--- src/rtl/i2c_pkg.sv ---
// ============================================================================
//  Module      : i2c_pkg
//  Description : Shared I2C constants: master/slave state encodings, R/W and
//                ACK/NACK bit values, and the slave FSM state type.
//  Revision    : 1.0 - initial release
// ============================================================================
`default_nettype none

package i2c_pkg;

  // Master FSM state encodings
  localparam logic [2:0] MASTER_STATE_IDLE  = 3'd0;
  localparam logic [2:0] MASTER_STATE_START = 3'd1;
  localparam logic [2:0] MASTER_STATE_ADDR  = 3'd2;
  localparam logic [2:0] MASTER_STATE_DATA  = 3'd3;
  localparam logic [2:0] MASTER_STATE_ACK   = 3'd4;
  localparam logic [2:0] MASTER_STATE_STOP  = 3'd5;

  // Slave FSM state encodings (visible on the state port)
  localparam logic [2:0] SLAVE_STATE_IDLE       = 3'd0;
  localparam logic [2:0] SLAVE_STATE_ADDRESSING = 3'd1;
  localparam logic [2:0] SLAVE_STATE_ACK_ADDR   = 3'd2;
  localparam logic [2:0] SLAVE_STATE_TRANSMIT   = 3'd3;
  localparam logic [2:0] SLAVE_STATE_RECEIVE    = 3'd4;
  localparam logic [2:0] SLAVE_STATE_ACK_DATA   = 3'd5;
  localparam logic [2:0] SLAVE_STATE_WAIT_MACK  = 3'd6;
  localparam logic [2:0] SLAVE_STATE_DONE       = 3'd7;

  localparam logic I2C_READ  = 1'b1;
  localparam logic I2C_WRITE = 1'b0;
  localparam logic ACK       = 1'b0;
  localparam logic NACK      = 1'b1;

  typedef enum logic [2:0] {
    ST_IDLE       = SLAVE_STATE_IDLE,
    ST_ADDRESSING = SLAVE_STATE_ADDRESSING,
    ST_ACK_ADDR   = SLAVE_STATE_ACK_ADDR,
    ST_TRANSMIT   = SLAVE_STATE_TRANSMIT,
    ST_RECEIVE    = SLAVE_STATE_RECEIVE,
    ST_ACK_DATA   = SLAVE_STATE_ACK_DATA,
    ST_WAIT_MACK  = SLAVE_STATE_WAIT_MACK,
    ST_DONE       = SLAVE_STATE_DONE
  } slave_state_e;

endpackage

`default_nettype wire

--- src/rtl/i2c_sync_edge.sv ---
// ============================================================================
//  Module      : i2c_sync_edge
//  Description : Multi-flop synchroniser for an asynchronous bus pin with
//                registered rise/fall pulses. The level output is delayed one
//                extra flop so it stays aligned with the edge pulses.
//  Revision    : 1.0 - initial release
// ============================================================================
`default_nettype none

module i2c_sync_edge #(
  parameter int   STAGES    = 2,    // at least 2
  parameter logic RESET_VAL = 1'b1  // idle bus level
) (
  input  logic clk,
  input  logic rst,
  input  logic i_pin,
  output logic o_level,
  output logic o_rise,
  output logic o_fall
);

  logic [STAGES-1:0] r_sync;
  logic              r_level;
  logic              r_rise;
  logic              r_fall;
  logic              w_sync_out;

  assign w_sync_out = r_sync[STAGES-1];

  // Synchronise the pin, then derive single-clk edge pulses from the settled value
  always_ff @(posedge clk) begin
    if (rst) begin
      r_sync  <= {STAGES{RESET_VAL}};
      r_level <= RESET_VAL;
      r_rise  <= 1'b0;
      r_fall  <= 1'b0;
    end else begin
      r_sync  <= {r_sync[STAGES-2:0], i_pin};
      r_level <= w_sync_out;
      r_rise  <= w_sync_out & ~r_level;
      r_fall  <= ~w_sync_out & r_level;
    end
  end

  assign o_level = r_level;
  assign o_rise  = r_rise;
  assign o_fall  = r_fall;

endmodule

`default_nettype wire

--- src/rtl/i2c_slave.sv ---
// ============================================================================
//  Module      : i2c_slave
//  Description : I2C target endpoint. Oversamples sclk/sda, detects START and
//                STOP, matches a 7-bit address, ACKs received bytes and
//                transmits data_in bytes until the master NACKs.
//  Revision    : 1.0 - initial release
// ============================================================================
`default_nettype none

module i2c_slave
  import i2c_pkg::*;
#(
  parameter logic [6:0] ADDRESS     = 7'h50,
  parameter int         SYNC_STAGES = 2
) (
  input  logic       clk,
  input  logic       rst,
  input  logic       sclk,
  input  logic       sda_in,
  output logic       sda_out,
  input  logic [7:0] data_in,
  output logic [7:0] data_out,
  output logic       rx_valid,
  output logic       tx_load,
  output logic       rw,
  output logic [2:0] state
);

  logic w_scl_lvl, w_scl_rise, w_scl_fall;
  logic w_sda_lvl, w_sda_rise, w_sda_fall;
  logic w_start, w_stop;
  logic [7:0] w_byte;

  i2c_sync_edge #(.STAGES(SYNC_STAGES), .RESET_VAL(1'b1)) u_scl_sync (
    .clk     (clk),
    .rst     (rst),
    .i_pin   (sclk),
    .o_level (w_scl_lvl),
    .o_rise  (w_scl_rise),
    .o_fall  (w_scl_fall)
  );

  i2c_sync_edge #(.STAGES(SYNC_STAGES), .RESET_VAL(1'b1)) u_sda_sync (
    .clk     (clk),
    .rst     (rst),
    .i_pin   (sda_in),
    .o_level (w_sda_lvl),
    .o_rise  (w_sda_rise),
    .o_fall  (w_sda_fall)
  );

  // sda only changes while sclk is high at bus conditions
  assign w_start = w_sda_fall & w_scl_lvl;
  assign w_stop  = w_sda_rise & w_scl_lvl;

  slave_state_e r_state, w_state_nxt;
  logic       r_sda,   w_sda_nxt;
  logic [7:0] r_shift, w_shift_nxt;
  logic [2:0] r_cnt,   w_cnt_nxt;
  logic [7:0] r_dout,  w_dout_nxt;
  logic       r_rxv,   w_rxv_nxt;
  logic       r_txl,   w_txl_nxt;
  logic       r_rw,    w_rw_nxt;
  // r_arm: in ACK states, set until the first fall starts the ACK drive;
  // in WAIT_MACK, set once the master has ACKed and a reload is due.
  logic       r_arm,   w_arm_nxt;

  // Byte as it stands after shifting in the currently sampled bit
  assign w_byte = {r_shift[6:0], w_sda_lvl};

  // State and datapath registers
  always_ff @(posedge clk) begin
    if (rst) begin
      r_state <= ST_IDLE;
      r_sda   <= 1'b1;
      r_shift <= 8'h00;
      r_cnt   <= 3'd0;
      r_dout  <= 8'h00;
      r_rxv   <= 1'b0;
      r_txl   <= 1'b0;
      r_rw    <= 1'b0;
      r_arm   <= 1'b0;
    end else begin
      r_state <= w_state_nxt;
      r_sda   <= w_sda_nxt;
      r_shift <= w_shift_nxt;
      r_cnt   <= w_cnt_nxt;
      r_dout  <= w_dout_nxt;
      r_rxv   <= w_rxv_nxt;
      r_txl   <= w_txl_nxt;
      r_rw    <= w_rw_nxt;
      r_arm   <= w_arm_nxt;
    end
  end

  // Next-state and output logic; bus conditions win over bit handling
  always_comb begin
    w_state_nxt = r_state;
    w_sda_nxt   = r_sda;
    w_shift_nxt = r_shift;
    w_cnt_nxt   = r_cnt;
    w_dout_nxt  = r_dout;
    w_rxv_nxt   = 1'b0;
    w_txl_nxt   = 1'b0;
    w_rw_nxt    = r_rw;
    w_arm_nxt   = r_arm;

    if (w_start) begin
      w_state_nxt = ST_ADDRESSING;
      w_cnt_nxt   = 3'd0;
      w_sda_nxt   = 1'b1;
      w_arm_nxt   = 1'b0;
    end else if (w_stop) begin
      w_state_nxt = ST_IDLE;
      w_sda_nxt   = 1'b1;
      w_arm_nxt   = 1'b0;
    end else begin
      case (r_state)
        ST_IDLE: begin
          w_sda_nxt = 1'b1;
        end

        ST_ADDRESSING: begin
          if (w_scl_rise) begin
            w_shift_nxt = w_byte;
            w_cnt_nxt   = 3'(r_cnt + 3'd1);
            if (r_cnt == 3'd7) begin
              w_rw_nxt = w_byte[0];
              if (w_byte[7:1] == ADDRESS) begin
                w_state_nxt = ST_ACK_ADDR;
                w_arm_nxt   = 1'b1;
              end else begin
                w_state_nxt = ST_DONE;
              end
            end
          end
        end

        ST_ACK_ADDR: begin
          if (w_scl_fall) begin
            if (r_arm) begin
              w_sda_nxt = ACK;
              w_arm_nxt = 1'b0;
            end else if (r_rw == I2C_READ) begin
              w_state_nxt = ST_TRANSMIT;
              w_txl_nxt   = 1'b1;
              w_shift_nxt = data_in;
              w_sda_nxt   = data_in[7];
              w_cnt_nxt   = 3'd0;
            end else begin
              w_state_nxt = ST_RECEIVE;
              w_sda_nxt   = 1'b1;
              w_cnt_nxt   = 3'd0;
            end
          end
        end

        ST_TRANSMIT: begin
          if (w_scl_fall) begin
            if (r_cnt == 3'd7) begin
              w_state_nxt = ST_WAIT_MACK;
              w_sda_nxt   = 1'b1;
              w_cnt_nxt   = 3'd0;
              w_arm_nxt   = 1'b0;
            end else begin
              w_shift_nxt = {r_shift[6:0], 1'b0};
              w_sda_nxt   = r_shift[6];
              w_cnt_nxt   = 3'(r_cnt + 3'd1);
            end
          end
        end

        ST_RECEIVE: begin
          if (w_scl_rise) begin
            w_shift_nxt = w_byte;
            w_cnt_nxt   = 3'(r_cnt + 3'd1);
            if (r_cnt == 3'd7) begin
              w_dout_nxt  = w_byte;
              w_rxv_nxt   = 1'b1;
              w_state_nxt = ST_ACK_DATA;
              w_arm_nxt   = 1'b1;
            end
          end
        end

        ST_ACK_DATA: begin
          if (w_scl_fall) begin
            if (r_arm) begin
              w_sda_nxt = ACK;
              w_arm_nxt = 1'b0;
            end else begin
              w_state_nxt = ST_RECEIVE;
              w_sda_nxt   = 1'b1;
              w_cnt_nxt   = 3'd0;
            end
          end
        end

        ST_WAIT_MACK: begin
          if (w_scl_rise) begin
            if (w_sda_lvl == NACK) begin
              w_state_nxt = ST_DONE;
              w_sda_nxt   = 1'b1;
            end else begin
              w_arm_nxt = 1'b1;
            end
          end else if (w_scl_fall && r_arm) begin
            w_arm_nxt   = 1'b0;
            w_state_nxt = ST_TRANSMIT;
            w_txl_nxt   = 1'b1;
            w_shift_nxt = data_in;
            w_sda_nxt   = data_in[7];
            w_cnt_nxt   = 3'd0;
          end
        end

        ST_DONE: begin
          w_sda_nxt = 1'b1;
        end

        default: begin
          w_state_nxt = ST_IDLE;
          w_sda_nxt   = 1'b1;
        end
      endcase
    end
  end

  assign sda_out  = r_sda;
  assign data_out = r_dout;
  assign rx_valid = r_rxv;
  assign tx_load  = r_txl;
  assign rw       = r_rw;
  assign state    = r_state;

endmodule

`default_nettype wire

--- config.mk ---
export PLATFORM = sky130hd
export DESIGN_NAME = i2c_slave
export DESIGN_NICKNAME = d
export VERILOG_FILES = /design/src/rtl/i2c_pkg.sv /design/src/rtl/i2c_sync_edge.sv /design/src/rtl/i2c_slave.sv
export SDC_FILE = /design/constraint.sdc
export NUM_CORES = 1
export LEC_CHECK = 0
export ABC_AREA = 0
export ABC_CLOCK_PERIOD_IN_PS = 3000
export BUFFER_PORTS_ARGS = -buffer_cell sky130_fd_sc_hd__buf_2
export CORE_MARGIN = 2
export CORE_UTILIZATION = 59
export CTS_CLUSTER_DIAMETER = 100
export DETAILED_ROUTE_END_ITERATION = 12
export GPL_TIMING_DRIVEN = 0
export PLACE_DENSITY = 0.82
export SLEW_MARGIN = 20
export SYNTH_ARGS = -nofsm -noshare
export SYNTH_HDL_FRONTEND = slang
export SYNTH_SLANG_ARGS = --single-unit
--- constraint.sdc ---
create_clock -name clk -period 3 [get_ports clk]
set_clock_uncertainty 0.1 [all_clocks]
set_input_delay 0.6 -clock clk [delete_from_list [all_inputs] [get_ports clk]]
set_output_delay 0.6 -clock clk [all_outputs]
set_load 0.01 [all_outputs]
======== Word level (Yosys, flattened, before mapping) ========
Index checks and enable logic that the tools add are counted.
word-level totals
  register bits after elaboration ......... 36
  latch bits .............................. 0
  memory bits (writable) .................. 0
  memory bits (read-only) ................. 0
  input bits .............................. 12
  memories ................................ 0
cells by class
  add/sub/neg operators ................... 1
  $mul .................................... 0
  divide/modulo/power cells ............... 0
  order comparisons ....................... 0
  equality and inequality tests ........... 42
  shifts and indexed selects .............. 0
  mux-type cells .......................... 65
  bitwise operators ....................... 14
  reduce and logical (&&, ||, !) cells .... 22
operator list
  kind                                                   count
  2-to-1 mux 3 bit                                       22
  2-to-1 mux 7 bit                                       8
  2-to-1 mux 1 bit                                       29
  one-hot mux 7 bit (4 select lines)                     1
  AND reduction 13 bit                                   2
  inequality test 2 bit, second input constant           11
  AND reduction 11 bit                                   2
  inequality test 4 x 3 -> 1 bit, second input constant  5
  inequality test 4 bit, second input constant           5
  one-hot mux 3 bit (6 select lines)                     1
  == test 3 bit, second input constant                   5
  inequality test 2 x 1 -> 1 bit, second input constant  7
  one-hot mux 3 bit (4 select lines)                     1
  inequality test 5 x 4 -> 1 bit, second input constant  2
  one-hot mux 1 bit (5 select lines)                     2
  AND reduction 5 bit                                    2
  nonzero test 5 bit                                     2
  NOT 1 bit                                              8
  AND reduction 8 bit                                    1
  nonzero test 4 bit                                     2
  nonzero test 8 bit                                     1
  OR reduction 2 bit                                     4
  == test 7 bit, second input constant                   1
  AND 1 bit                                              6
  other kinds (12)                                       14

======== Depth between registers and ports, before layout ========
  depth in word-level cells ............... 7
  mapped depth ............................ 8
  depth with buffers taken out ............ 7

======== Cells and area by module ========
A second synthesis with hierarchy kept.
second synthesis, totals
  cell total of the unflattened synthesis .. 219
  area, all modules ....................... 2,013.2 um^2
modules (own cells, without submodules)
  module         times used  cells each  area each (um^2)  sequential area each (um^2)
  i2c_slave      1           199         1,745.4           520.5
  i2c_sync_edge  2           10          133.9             100.1

======== Worst setup path before layout ========
Ideal clock, no wire load.
  path kind ............................... register to register
  start point ............................. reg r_cnt[0]
  end point ............................... reg r_state[1], in the netlist state[1]
  setup time .............................. 0.122 ns
  arrival time ............................ 1.670 ns
  setup slack ............................. 1.108 ns
  cell stages (with the launch flop) ...... 8
  path buffers ............................ 0
  clock period less this slack ............ 1.892 ns
  path through ............................ dfxtp_1 ha_1 ha_1 nor4b_1 a211oi_1 o21ai_1 or2_1 o311a_1
on the way
  longest elaborated chain between the ends .. 3
ends and longest elaborated chain
  what                                       RTL line                                              source
  start: declaration                         i2c_slave.sv:59                                       logic [2:0] r_cnt, w_cnt_nxt;
  start signal: assignment                   i2c_slave.sv:87                                       r_cnt <= w_cnt_nxt;
  == test 3 bit (*)                          i2c_slave.sv:127, i2c_slave.sv:160, i2c_slave.sv:177
  inequality test 2 bit (no source line)     --
  AND reduction 13 bit (no source line) (*)  --
  end signal: assignment                     i2c_slave.sv:84                                       r_state <= w_state_nxt;
  end: declaration                           i2c_slave.sv:56                                       slave_state_e r_state, w_state_nxt;
Mark *: on every way between the ends. The rest lies on a longest branch, timed or not.
A chain may end at the register's enable or synchronous reset.

======== Worst setup path in the final report ========
Same ends and word-level chain as after synthesis.

==> results.py <==
metrics = {
    "logic_synthesis": {
        "synthesis.nets": 230,
        "ys.flop_type": "dfxtp_1",
        "yosys_warnings": 0,
        "syn_area_um2": 1930,
        "synth_commonest_cells": "36 x dfxtp_1, 29 x nor2_1, 18 x mux2i_1, 10 x a21oi_1, 9 x nand2_1",
        "ys_seq_elements": 36,
        "synth_edf_count": 0,
        "synth_top_cell_area_share_pct": 37.4,
        "seq_area_frac_synth_pct": 37.4,
        "postSynthCellCount": 215,
        "synth.distinct_cells": 55,
        "synthArstFlopShare_pct": 0,
        "syn_avg_cell_area_um2": 8.97,
        "yosysMostFrequentCell": "dfxtp_1",
        "synth_top_area_cell": "dfxtp_1",
        "ys_top_cells_by_area": "dfxtp_1 37%, mux2i_1 9.3%, nor2_1 5.6%",
    },
    "routing": {
        "postRouteAntennaNets": 0,
        "drt-vias-per-instance": 5.86,
        "drtIter0Drc": 144,
        "dr.pass1.iters": 4,
        "routed_wl_mm": 4.30,
        "wl_per_cell_um": 14.8,
        "vias": 1706,
        "drc_errors": 0,
    },
    "sta": {
        "finalCritPeriodShare_pct": 74.4,
        "fmax_ghz": 0.448,
        "rsz0062_at_grt": "no",
        "fin_crit_ns": 2.23,
        "worst_pin_slew_ns": 0.576,
        "maxSlewViolCount": 0,
        "relSlewSlack_pct": 61.6,
        "finalHoldViolations": 0,
        "setup_violations": 0,
        "fin_setup_tns_ns": 0,
    },
    "global_routing": {
        "grt_pass1_vias": 1574,
        "grt_max_degree": 11,
        "grt.total_usage_pct": 26.0,
        "grt-ovfl-total": 0,
        "antenna_found_initial": 0,
        "grt_pass1_wl_mm": 7.19,
    },
    "setup_path": {
        "path_class": "reg2reg",
        "ff2ff_path_depth": 7,
        "cp_max_fo": 7,
        "endpoint_kind": "flip-flop",
        "crit_path_end": "state[1]$_SDFFE_PP0P_",
        "rrSetupSlack_ns": 0.77,
        "cp.required_ns": 3.12,
        "reg2reg_from": "r_cnt[0]$_SDFFE_PP0P_",
        "crit_arrival_ns": 2.35,
        "start_kind": "flip-flop",
        "worstSetupStartpoint": "r_cnt[0]$_SDFFE_PP0P_",
        "r2r_end": "state[1]$_SDFFE_PP0P_",
    },
    "clock_network": {
        "postCtsSetupBuffers": 0,
        "cts_buffers": 5,
        "cts_buffer_depth": 2,
        "root_buffer": "clkbuf_4",
        "cts_resized": 0,
        "numClockSinks": 36,
        "ctsHoldBuffers": 0,
        "cts_tree": "done",
        "insertion_delay_ns": 0.33,
        "htree_num_levels": 2,
        "path_clk_slew_ns": 0.10,
    },
    "run_status": {
        "status": "completed",
    },
    "cells_and_area": {
        "n_antenna_cell": 0,
        "nets": 262,
        "fill_cells": 276,
        "area_delta_synth_final_pct": 11.7,
        "finalNonFillerCells": 291,
        "fin_util_pct": 70.0,
        "drive_above_1_share_pct": 24.3,
    },
    "floorplanning": {
        "die_area_um2": 3740,
        "die_w_um": 61.2,
        "rows": 20,
        "boundaryPins": 27,
        "start_util_pct": 62.6,
        "core-area_um2": 3080,
        "die_h_um": 61.2,
    },
    "placement": {
        "place_inst": 284,
        "hpwlAfterDp_mm": 3.18,
        "io_buffers": 25,
        "place_congestion": 0.945,
    },
    "power": {
        "ir_drop_uv": 355,
        "powerDensity_nw_per_um2": 361,
        "leakage_nw": 0.896,
    },
    "job": {
        "drv_cap": 0,
    },
    "hold_path": {
        "worstHoldPathCells": 1,
        "hold_class": "reg2reg",
    },
}
-- critical path, stage by stage (launching register included) --
cell and delay, ns:
dfxtp_1 0.37, ha_1 0.19, ha_1 0.33, nor4b_1 0.13
a211oi_1 0.24, o21ai_1 0.18, or2_1 0.26, o311a_1 0.33
-- per-stage QoR --
| step | hold WS [ns] | worst slack (ns) | cell area [um^2] | total power [W] |
|---|---|---|---|---|
| final | 0.314 | 0.769 | 2150 | 0.000779 |
| after global routing | 0.324 | 0.632 | 2150 | 0.000813 |
| after CTS | 0.315 | 0.809 | 2150 | 0.000783 |
| after detailed placement | 0.292 | 0.842 | 2110 | 0.000558 |
| after global placement | 0.292 | 0.861 | 2110 | 0.000557 |
| after floorplan | 0.289 | 1.11 | 1930 | 0.000540 |
-- worst min-delay path by stage --
stage | start | end
finish | u_scl_sync.r_sync[0]$_SDFF_PP1_ | u_scl_sync.r_sync[1]$_SDFF_PP1_
global route | u_sda_sync.r_sync[0]$_SDFF_PP1_ | u_sda_sync.r_sync[1]$_SDFF_PP1_
CTS | u_scl_sync.r_sync[0]$_SDFF_PP1_ | u_scl_sync.r_sync[1]$_SDFF_PP1_
detailed placement | u_scl_sync.r_sync[0]$_SDFF_PP1_ | u_scl_sync.r_sync[1]$_SDFF_PP1_
global placement | u_scl_sync.r_sync[0]$_SDFF_PP1_ | u_scl_sync.r_sync[1]$_SDFF_PP1_
floorplan | u_scl_sync.r_sync[0]$_SDFF_PP1_ | u_scl_sync.r_sync[1]$_SDFF_PP1_
-- where the power goes --
part	total [W]	internal, W	switching (W)
clock	0.000231	0.0000862	0.000145
combinational	0.0000530	0.0000234	0.0000295
sequential	0.000495	0.000487	0.00000799
-- registers in the layout, indices dropped and copies added (netlist names), 2 cells and up --
signal	count
state	3
u_sda_sync.r_sync	2
u_scl_sync.r_sync	2
r_shift	7
r_cnt	3
data_out	8
-- area by class of cell --
class	instances	area [um^2]	area share, %
buffer	14	92.6	4.30
clock buffer	6	41.3	1.92
clock inverter	1	5.00	0.232
inverter	6	22.5	1.05
multi-input combinational	159	1090	50.7
sequential	36	721	33.4
tap	44	55.1	2.56
timing repair buffer	25	125	5.81
-- cell usage in the layout (no fill, tap or decap), types with 4 or more instances in the layout --
cell | netlist | routed
clkbuf_4 | 0 | 5
o21ai_0 | 8 | 8
or2_2 | 7 | 7
nand2_1 | 9 | 9
nand3_1 | 5 | 5
nor2_1 | 29 | 29
inv_1 | 5 | 5
and3_1 | 4 | 4
buf_2 | 5 | 30
a211oi_1 | 6 | 6
nand2b_1 | 5 | 5
clkbuf_1 | 3 | 4
nand3b_1 | 4 | 4
nor3b_1 | 4 | 4
dfxtp_1 | 36 | 36
a21oi_1 | 10 | 10
nor2b_1 | 4 | 4
a211oi_2 | 4 | 4
mux2i_1 | 18 | 18
-- kinds of logic after synthesis --
family / synth area share (%)
muxes: 9.34
and+or+nand+nor: 24.5
adders and majority gates: 1.95
AOI/OAI and AO/OA: 19.9
DFF: 37.4
xor gates and xnor gates: 0.909
buffers and inverters: 5.97
-- layer usage --
layer	vias to the layer above	global-route usage (%)	share of wire (%)	wire length, um
li1	828	-	-	-
met1	798	32.2	44	1890
met2	69	42.9	47	2030
met3	11	7.56	6.9	296
met4	0	9.94	2.2	93
met5	-	0	0	0
(Power assumes the default switching activity.)
